$ cat config.mk
export PLATFORM = sky130hd
export DESIGN_NAME = intt_sequencer
export DESIGN_NICKNAME = d
export VERILOG_FILES = /design/src/rtl/intt_pkg.sv /design/src/rtl/intt_addr_gen.sv /design/src/rtl/intt_sequencer.sv
export SDC_FILE = /design/constraint.sdc
export NUM_CORES = 1
export LEC_CHECK = 0
export BUFFER_PORTS_ARGS = -buffer_cell sky130_fd_sc_hd__buf_2
export CAP_MARGIN = 40
export CORE_ASPECT_RATIO = 0.7
export CORE_MARGIN = 2
export CORE_UTILIZATION = 40
export DETAILED_ROUTE_END_ITERATION = 12
export PLACE_DENSITY_LB_ADDON = 0.05
export SLEW_MARGIN = 5
export SYNTH_ARGS = -nofsm -noshare
export SYNTH_HDL_FRONTEND = slang
export SYNTH_SLANG_ARGS = --single-unit
$ cat constraint.sdc
create_clock -name clk -period 5.2 [get_ports clk]
set_input_delay 0.26 -clock clk [delete_from_list [all_inputs] [get_ports clk]]
set_output_delay 0.26 -clock clk [all_outputs]
set_load 0.05 [all_outputs]
$ cat src/rtl/intt_pkg.sv
// Shared constants, state/mode types and the pair address helpers
// for the time-multiplexed Kyber inverse NTT sequencer.
package intt_pkg;

  localparam int         N           = 256;
  localparam int         LOG_N       = 8;
  localparam int         Q           = 3329;
  localparam int         F           = 3303;
  localparam int         NUM_LAYERS  = 7;
  localparam logic [2:0] SCALE_LAYER = 3'd7;

  typedef enum logic [1:0] {
    IDLE  = 2'd0,
    ISSUE = 2'd1,
    DRAIN = 2'd2,
    DONE  = 2'd3
  } state_e;

  typedef enum logic {
    MODE_BF    = 1'b0,
    MODE_SCALE = 1'b1
  } mode_e;

  // Distance between the two operands of a pair. The scale pass pairs
  // neighbours (2p, 2p+1), which behaves like a stride of 1.
  function automatic logic [7:0] pair_stride(input logic [2:0] layer);
    logic [7:0] stride;
    if (layer == SCALE_LAYER) begin
      stride = 8'd1;
    end else begin
      stride = 8'd2 << layer;
    end
    return stride;
  endfunction

  // Lower operand address: 2*len*g + o with g = p/len, o = p%len.
  // Since p = len*g + o this equals p + (p with the offset bits cleared).
  function automatic logic [7:0] pair_addr_a(input logic [6:0] p, input logic [2:0] layer);
    logic [7:0] pe;
    logic [7:0] mask;
    pe   = {1'b0, p};
    mask = pair_stride(layer) - 8'd1;
    return pe + (pe & ~mask);
  endfunction

endpackage

$ cat src/rtl/intt_addr_gen.sv
// Pair/zeta/layer counters and registered issue addresses for one
// inverse NTT run. Outputs describe the pair issued in the current cycle.
module intt_addr_gen
  import intt_pkg::*;
(
  input  logic       clk,
  input  logic       rst_n,
  input  logic       load_i,
  input  logic       step_i,
  input  logic       next_layer_i,
  input  logic       issue_next_i,
  output logic [6:0] p_o,
  output logic [2:0] layer_o,
  output logic [7:0] addr_a_o,
  output logic [7:0] addr_b_o,
  output logic [6:0] zeta_o,
  output logic       mode_o
);

  logic [6:0] p_q, p_d;
  logic [6:0] z_q, z_d;
  logic [2:0] layer_q, layer_d;
  logic [7:0] addr_a_q, addr_a_d;
  logic [7:0] addr_b_q, addr_b_d;
  logic [6:0] zeta_q, zeta_d;
  mode_e      mode_q, mode_d;
  logic [7:0] mask_s;
  logic       group_end_s;

  // Counter next state: restart a run, advance one pair, or open the next layer
  always_comb begin
    p_d         = p_q;
    z_d         = z_q;
    layer_d     = layer_q;
    mask_s      = pair_stride(layer_q) - 8'd1;
    group_end_s = (({1'b0, p_q} & mask_s) == mask_s);
    if (load_i) begin
      p_d     = 7'd0;
      z_d     = 7'd127;
      layer_d = 3'd0;
    end else if (step_i) begin
      // p wraps to 0 after pair 127, ready for the next pass
      p_d = p_q + 7'd1;
      if (group_end_s && (layer_q != SCALE_LAYER)) begin
        z_d = z_q - 7'd1;
      end else begin
        z_d = z_q;
      end
    end else if (next_layer_i) begin
      p_d     = 7'd0;
      layer_d = layer_q + 3'd1;
    end else begin
      p_d = p_q;
    end
  end

  // Issue fields for the next cycle; held while nothing is issued
  always_comb begin
    addr_a_d = addr_a_q;
    addr_b_d = addr_b_q;
    zeta_d   = zeta_q;
    mode_d   = MODE_BF;
    if (issue_next_i) begin
      addr_a_d = pair_addr_a(p_d, layer_d);
      addr_b_d = addr_a_d + pair_stride(layer_d);
      if (layer_d == SCALE_LAYER) begin
        zeta_d = 7'd0;
        mode_d = MODE_SCALE;
      end else begin
        zeta_d = z_d;
        mode_d = MODE_BF;
      end
    end else begin
      mode_d = MODE_BF;
    end
  end

  // Counter and issue-field registers
  always_ff @(posedge clk) begin
    if (!rst_n) begin
      p_q      <= 7'd0;
      z_q      <= 7'd0;
      layer_q  <= 3'd0;
      addr_a_q <= 8'd0;
      addr_b_q <= 8'd0;
      zeta_q   <= 7'd0;
      mode_q   <= MODE_BF;
    end else begin
      p_q      <= p_d;
      z_q      <= z_d;
      layer_q  <= layer_d;
      addr_a_q <= addr_a_d;
      addr_b_q <= addr_b_d;
      zeta_q   <= zeta_d;
      mode_q   <= mode_d;
    end
  end

  assign p_o      = p_q;
  assign layer_o  = layer_q;
  assign addr_a_o = addr_a_q;
  assign addr_b_o = addr_b_q;
  assign zeta_o   = zeta_q;
  assign mode_o   = mode_q;

endmodule

$ cat src/rtl/intt_sequencer.sv
// Inverse NTT sequencer: FSM over seven butterfly passes plus one scale
// pass, a drain gap between passes, and the write-back delay line that
// mirrors the butterfly unit latency.
module intt_sequencer
  import intt_pkg::*;
#(
  parameter int BF_LAT = 3,
  parameter int ADDR_W = 8
) (
  input  logic              clk,
  input  logic              rst_n,
  input  logic              start,
  output logic              busy,
  output logic              done,
  output logic              rd_en,
  output logic [ADDR_W-1:0] rd_addr_a,
  output logic [ADDR_W-1:0] rd_addr_b,
  output logic [6:0]        zeta_idx,
  output logic              mode,
  output logic [2:0]        layer,
  output logic              wr_en,
  output logic [ADDR_W-1:0] wr_addr_a,
  output logic [ADDR_W-1:0] wr_addr_b
);

  localparam logic [3:0] DRAIN_LAST = 4'(BF_LAT - 1);

  state_e     state_q, state_d;
  logic [3:0] drain_cnt_q, drain_cnt_d;
  logic       busy_q, done_q, rd_en_q;
  logic       load_s, step_s, next_layer_s;
  logic [6:0] p_s;

  logic [BF_LAT-1:0]             wb_vld_q;
  logic [BF_LAT-1:0][ADDR_W-1:0] wb_a_q;
  logic [BF_LAT-1:0][ADDR_W-1:0] wb_b_q;

  intt_addr_gen u_addr_gen (
    .clk          (clk),
    .rst_n        (rst_n),
    .load_i       (load_s),
    .step_i       (step_s),
    .next_layer_i (next_layer_s),
    .issue_next_i (state_d == ISSUE),
    .p_o          (p_s),
    .layer_o      (layer),
    .addr_a_o     (rd_addr_a),
    .addr_b_o     (rd_addr_b),
    .zeta_o       (zeta_idx),
    .mode_o       (mode)
  );

  // FSM next state and counter control; start is only honoured in IDLE
  always_comb begin
    state_d      = state_q;
    drain_cnt_d  = drain_cnt_q;
    load_s       = 1'b0;
    step_s       = 1'b0;
    next_layer_s = 1'b0;
    case (state_q)
      IDLE: begin
        if (start) begin
          state_d = ISSUE;
          load_s  = 1'b1;
        end else begin
          state_d = IDLE;
        end
      end
      ISSUE: begin
        step_s = 1'b1;
        if (p_s == 7'd127) begin
          state_d     = DRAIN;
          drain_cnt_d = 4'd0;
        end else begin
          state_d = ISSUE;
        end
      end
      DRAIN: begin
        // wait out the butterfly latency so the next pass reads fresh data
        if (drain_cnt_q == DRAIN_LAST) begin
          drain_cnt_d = 4'd0;
          if (layer == SCALE_LAYER) begin
            state_d = DONE;
          end else begin
            state_d      = ISSUE;
            next_layer_s = 1'b1;
          end
        end else begin
          drain_cnt_d = drain_cnt_q + 4'd1;
        end
      end
      DONE: begin
        state_d = IDLE;
      end
      default: begin
        state_d = IDLE;
      end
    endcase
  end

  // State register and registered status strobes
  always_ff @(posedge clk) begin
    if (!rst_n) begin
      state_q     <= IDLE;
      drain_cnt_q <= 4'd0;
      busy_q      <= 1'b0;
      done_q      <= 1'b0;
      rd_en_q     <= 1'b0;
    end else begin
      state_q     <= state_d;
      drain_cnt_q <= drain_cnt_d;
      busy_q      <= (state_d == ISSUE) || (state_d == DRAIN);
      done_q      <= (state_d == DONE);
      rd_en_q     <= (state_d == ISSUE);
    end
  end

  // Write-back delay line: replays each issue BF_LAT cycles later
  always_ff @(posedge clk) begin
    if (!rst_n) begin
      wb_vld_q <= '0;
      wb_a_q   <= '0;
      wb_b_q   <= '0;
    end else begin
      wb_vld_q[0] <= rd_en_q;
      wb_a_q[0]   <= rd_addr_a;
      wb_b_q[0]   <= rd_addr_b;
      for (int i = 1; i < BF_LAT; i++) begin
        wb_vld_q[i] <= wb_vld_q[i-1];
        wb_a_q[i]   <= wb_a_q[i-1];
        wb_b_q[i]   <= wb_b_q[i-1];
      end
    end
  end

  assign busy      = busy_q;
  assign done      = done_q;
  assign rd_en     = rd_en_q;
  assign wr_en     = wb_vld_q[BF_LAT-1];
  assign wr_addr_a = wb_a_q[BF_LAT-1];
  assign wr_addr_b = wb_b_q[BF_LAT-1];

endmodule

==> impl_metrics.py <==
metrics = {
    "sta": {
        "rsz0062_at_grt": "false",
        "timing.fmax_mhz": 215,
        "skew_ns": 0.0100,
        "fin_crit_ns": 4.65,
        "post-route-period-util_pct": 89.5,
        "hold_viol_final": 0,
        "relSlewSlack_pct": 55.8,
        "finalSetupViolCount": 0,
        "finalMaxSlewViolations": 0,
        "fin_setup_tns_ns": 0,
        "fin_ws_ns": 0.546,
        "tightest_slew_ns": 0.657,
    },
    "route": {
        "via_count": 3493,
        "drc_errors": 0,
        "dr.pass1.iters": 4,
        "drtIter0Drc": 184,
        "wl_per_cell_um": 15.3,
        "totalWireLength_um": 10700,
        "ant_nets": 0,
        "via_per_inst": 5.03,
    },
    "placement": {
        "io_buffers": 49,
        "placed_area_um2": 4930,
        "hpwl_um": 7910,
        "place_congestion": 0.919,
        "place_ws_ns": 0.499,
    },
    "synth": {
        "ys_seq_area_share_pct": 44.0,
        "synthTopCellsByCount": "101 x dfxtp_1, 58 x and2_1, 43 x nor2_1, 32 x nand2_1, 27 x a21oi_1",
        "synth_area_leader_cell": "dfxtp_1",
        "syn_nets": 527,
        "ys_warn_count": 0,
        "synth_enable_flop_cells": 0,
        "syn_inst": 504,
        "synth_cell_type_count": 70,
        "yosysMostFrequentCell": "dfxtp_1",
        "synth_area_leaders": "dfxtp_1 44%, and2_1 7.9%, ha_1 5.2%, nor2_1 3.5%, a21oi_1 2.9%",
        "postSynth.asyncResetShare_pct": 0,
        "ys_seq_elements": 101,
        "netlist_area_um2": 4600,
        "avgSynthCellArea_um2": 9.13,
        "yosysTopAreaCellShare_pct": 44.0,
        "synth_ff_type": "dfxtp_1",
    },
    "clock_network": {
        "cts_tree": "done",
        "post-cts-setup-buffer-count": 0,
        "cts_buffer_depth": 2,
        "cts_max_level": 3,
        "clk_pin_slew_ns": 0.07,
        "cts-root-buf": "clkbuf_16",
        "clock-sinks": 101,
        "clkLatencyLatePin_ns": 0.34,
        "cts_buffers": 9,
    },
    "power": {
        "sw_frac_of_total_pct": 25.7,
        "ir_worst_vdd_mv": 0.170,
        "power.density_nw_per_um2": 305,
        "power.switching_uw": 410,
        "p_leak_uw": 0.00231,
        "combPwrFrac_pct": 8.5,
        "power_frac_seq_pct": 50.9,
        "intPower_uw": 1180,
        "clock_power_share_pct": 40.6,
        "fin_total_pwr_uw": 1590,
    },
    "finish": {
        "area_growth_pct": 13.5,
        "finalInstanceArea_um2": 5220,
        "nNetsFinal": 560,
        "drive_gt1_share_pct": 17.0,
        "antennaDiodeCount": 0,
    },
    "status": {
        "status": "completed",
    },
    "floorplanning": {
        "io_pins": 50,
        "core-area_um2": 11100,
        "fp.dieW_um": 132,
        "die_h_um": 93.7,
        "num_rows": 32,
        "start_util_pct": 41.5,
        "die-area_um2": 12400,
    },
    "run": {
        "drv_cap": 0,
    },
    "grt": {
        "antenna_found_initial": 0,
        "grt_pass1_vias": 3280,
        "grt_pass1_wl_um": 17100,
        "grt_usage_pct": 17.5,
        "grt_max_degree": 57,
        "grt_overflow_total": 0,
    },
    "setup_path": {
        "cp-end-kind": "flip-flop",
        "critPathLaunchType": "flip-flop",
        "criticalPathCategory": "reg2reg",
        "arrival_ns": 4.92,
        "required_ns": 5.47,
        "path_max_fanout": 10,
    },
    "worst_hold_path": {
        "hp-class": "in2reg",
    },
}
## cells in the final DEF, fill, tap and decap left out, types with 7 or more instances in the layout
cell       instances
and2_1            58
nand3_1            7
nor2b_1            7
buf_4             10
dfxtp_1          101
a21oi_1           27
o21ai_0           23
nor2_1            43
buf_2             49
inv_1             17
nand2_1           32
nor3_1            11
ha_1              19
clkbuf_16          9
mux2i_1            9
xnor2_1           12
a21o_1             7
## final cells by class
type | instances | area, µm²
clock buffers | 10 | 239
clock inverters | 6 | 56.3
fillers | 1107 | 5870
inverters | 17 | 63.8
multi-input cells | 347 | 2290
flip-flops and latches | 101 | 2020
well taps | 153 | 191
repair buffers | 61 | 355
## registers in the layout, summed over array words and instances (netlist names), 4 cells and up
register / cells
u_addr_gen.addr_b_o: 8
u_addr_gen.zeta_o: 7
wr_addr_b: 8
wb_a_q: 16
drain_cnt_q: 4
wb_b_q: 16
wr_addr_a: 8
u_addr_gen.p_o: 7
u_addr_gen.z_q: 7
u_addr_gen.addr_a_o: 8
## worst paths after layout
path                         startpoint                     end  slack, ns  cells after the start
hold reg to reg               wb_b_q[5]              wb_b_q[13]       0.43                      1
setup reg to reg  u_addr_gen.layer_o[1]  u_addr_gen.addr_b_o[7]       0.55                     18
hold / removal                    rst_n          drain_cnt_q[2]       0.31                      3
setup / recovery  u_addr_gen.layer_o[1]  u_addr_gen.addr_b_o[7]       0.55                     18
## what timing repair did
item / 4_1_cts / 5_1_grt
hold buffers: 0 / 0
endpoints found under the setup margin: 0 / 1
hold endpoints to repair: 0 / 0
gates resized for setup: 0 / 1
## metrics by stage
stage               utilization (%)  hold WS (ns)  instances
floorplan                         -         0.412        504
global placement               44.1         0.414        677
detailed placement             44.4         0.417        679
CTS                            47.1         0.299        695
global route                   47.1         0.313        695
finish                         47.1         0.312        695
## power groups by stage
| stage | Combinational (µW) | Clock, µW | Sequential (µW) |
|---|---|---|---|
| floorplan | 63.1 | 0 | 865 |
| global placement | 133 | 0 | 829 |
| detailed placement | 136 | 0 | 829 |
| CTS | 137 | 670 | 811 |
| global route | 146 | 698 | 814 |
| finish | 135 | 646 | 811 |
## worst max-delay path: stages, from the launching register on
cell and delay, ns:
dfxtp_1 0.37, ha_1 0.26, ha_1 0.32, or3b_4 0.47, nor2_2 0.28, mux4_2 0.56, nor2b_1 0.14, ha_1 0.23
or3_1 0.13, a21oi_1 0.06, nor3_1 0.32, inv_1 0.09, ha_1 0.33, a21o_1 0.19, a21o_1 0.18, a21oi_1 0.20
o21ai_0 0.14, xor2_1 0.17, a21oi_1 0.14
## metal layers
layer  up-vias  part of all wire [%]  global-route usage [%]
met5         -                     0                       0
met3         6                   4.7                    3.94
met1      1636                    53                    25.9
met4         0                  0.67                    3.89
li1       1773                     -                       -
met2        78                    41                    25.9
## cells by family (layout without fill, tap and decap cells)
group                    count (synthesis)  after routing  share of synthesized area (%)
buffers and inverters                   56             94                           6.18
adder cells (fa/ha/maj)                 20             20                           5.60
other                                    1              1                         0.0815
XOR/XNOR                                17             17                           3.24
flip-flops                             101            101                           44.0
multiplexers                            12             12                           2.94
AND/OR/NAND/NOR                        194            194                           23.1
AO/OA/AOI/OAI                          103            103                           14.9
(Power assumes the default switching activity.)
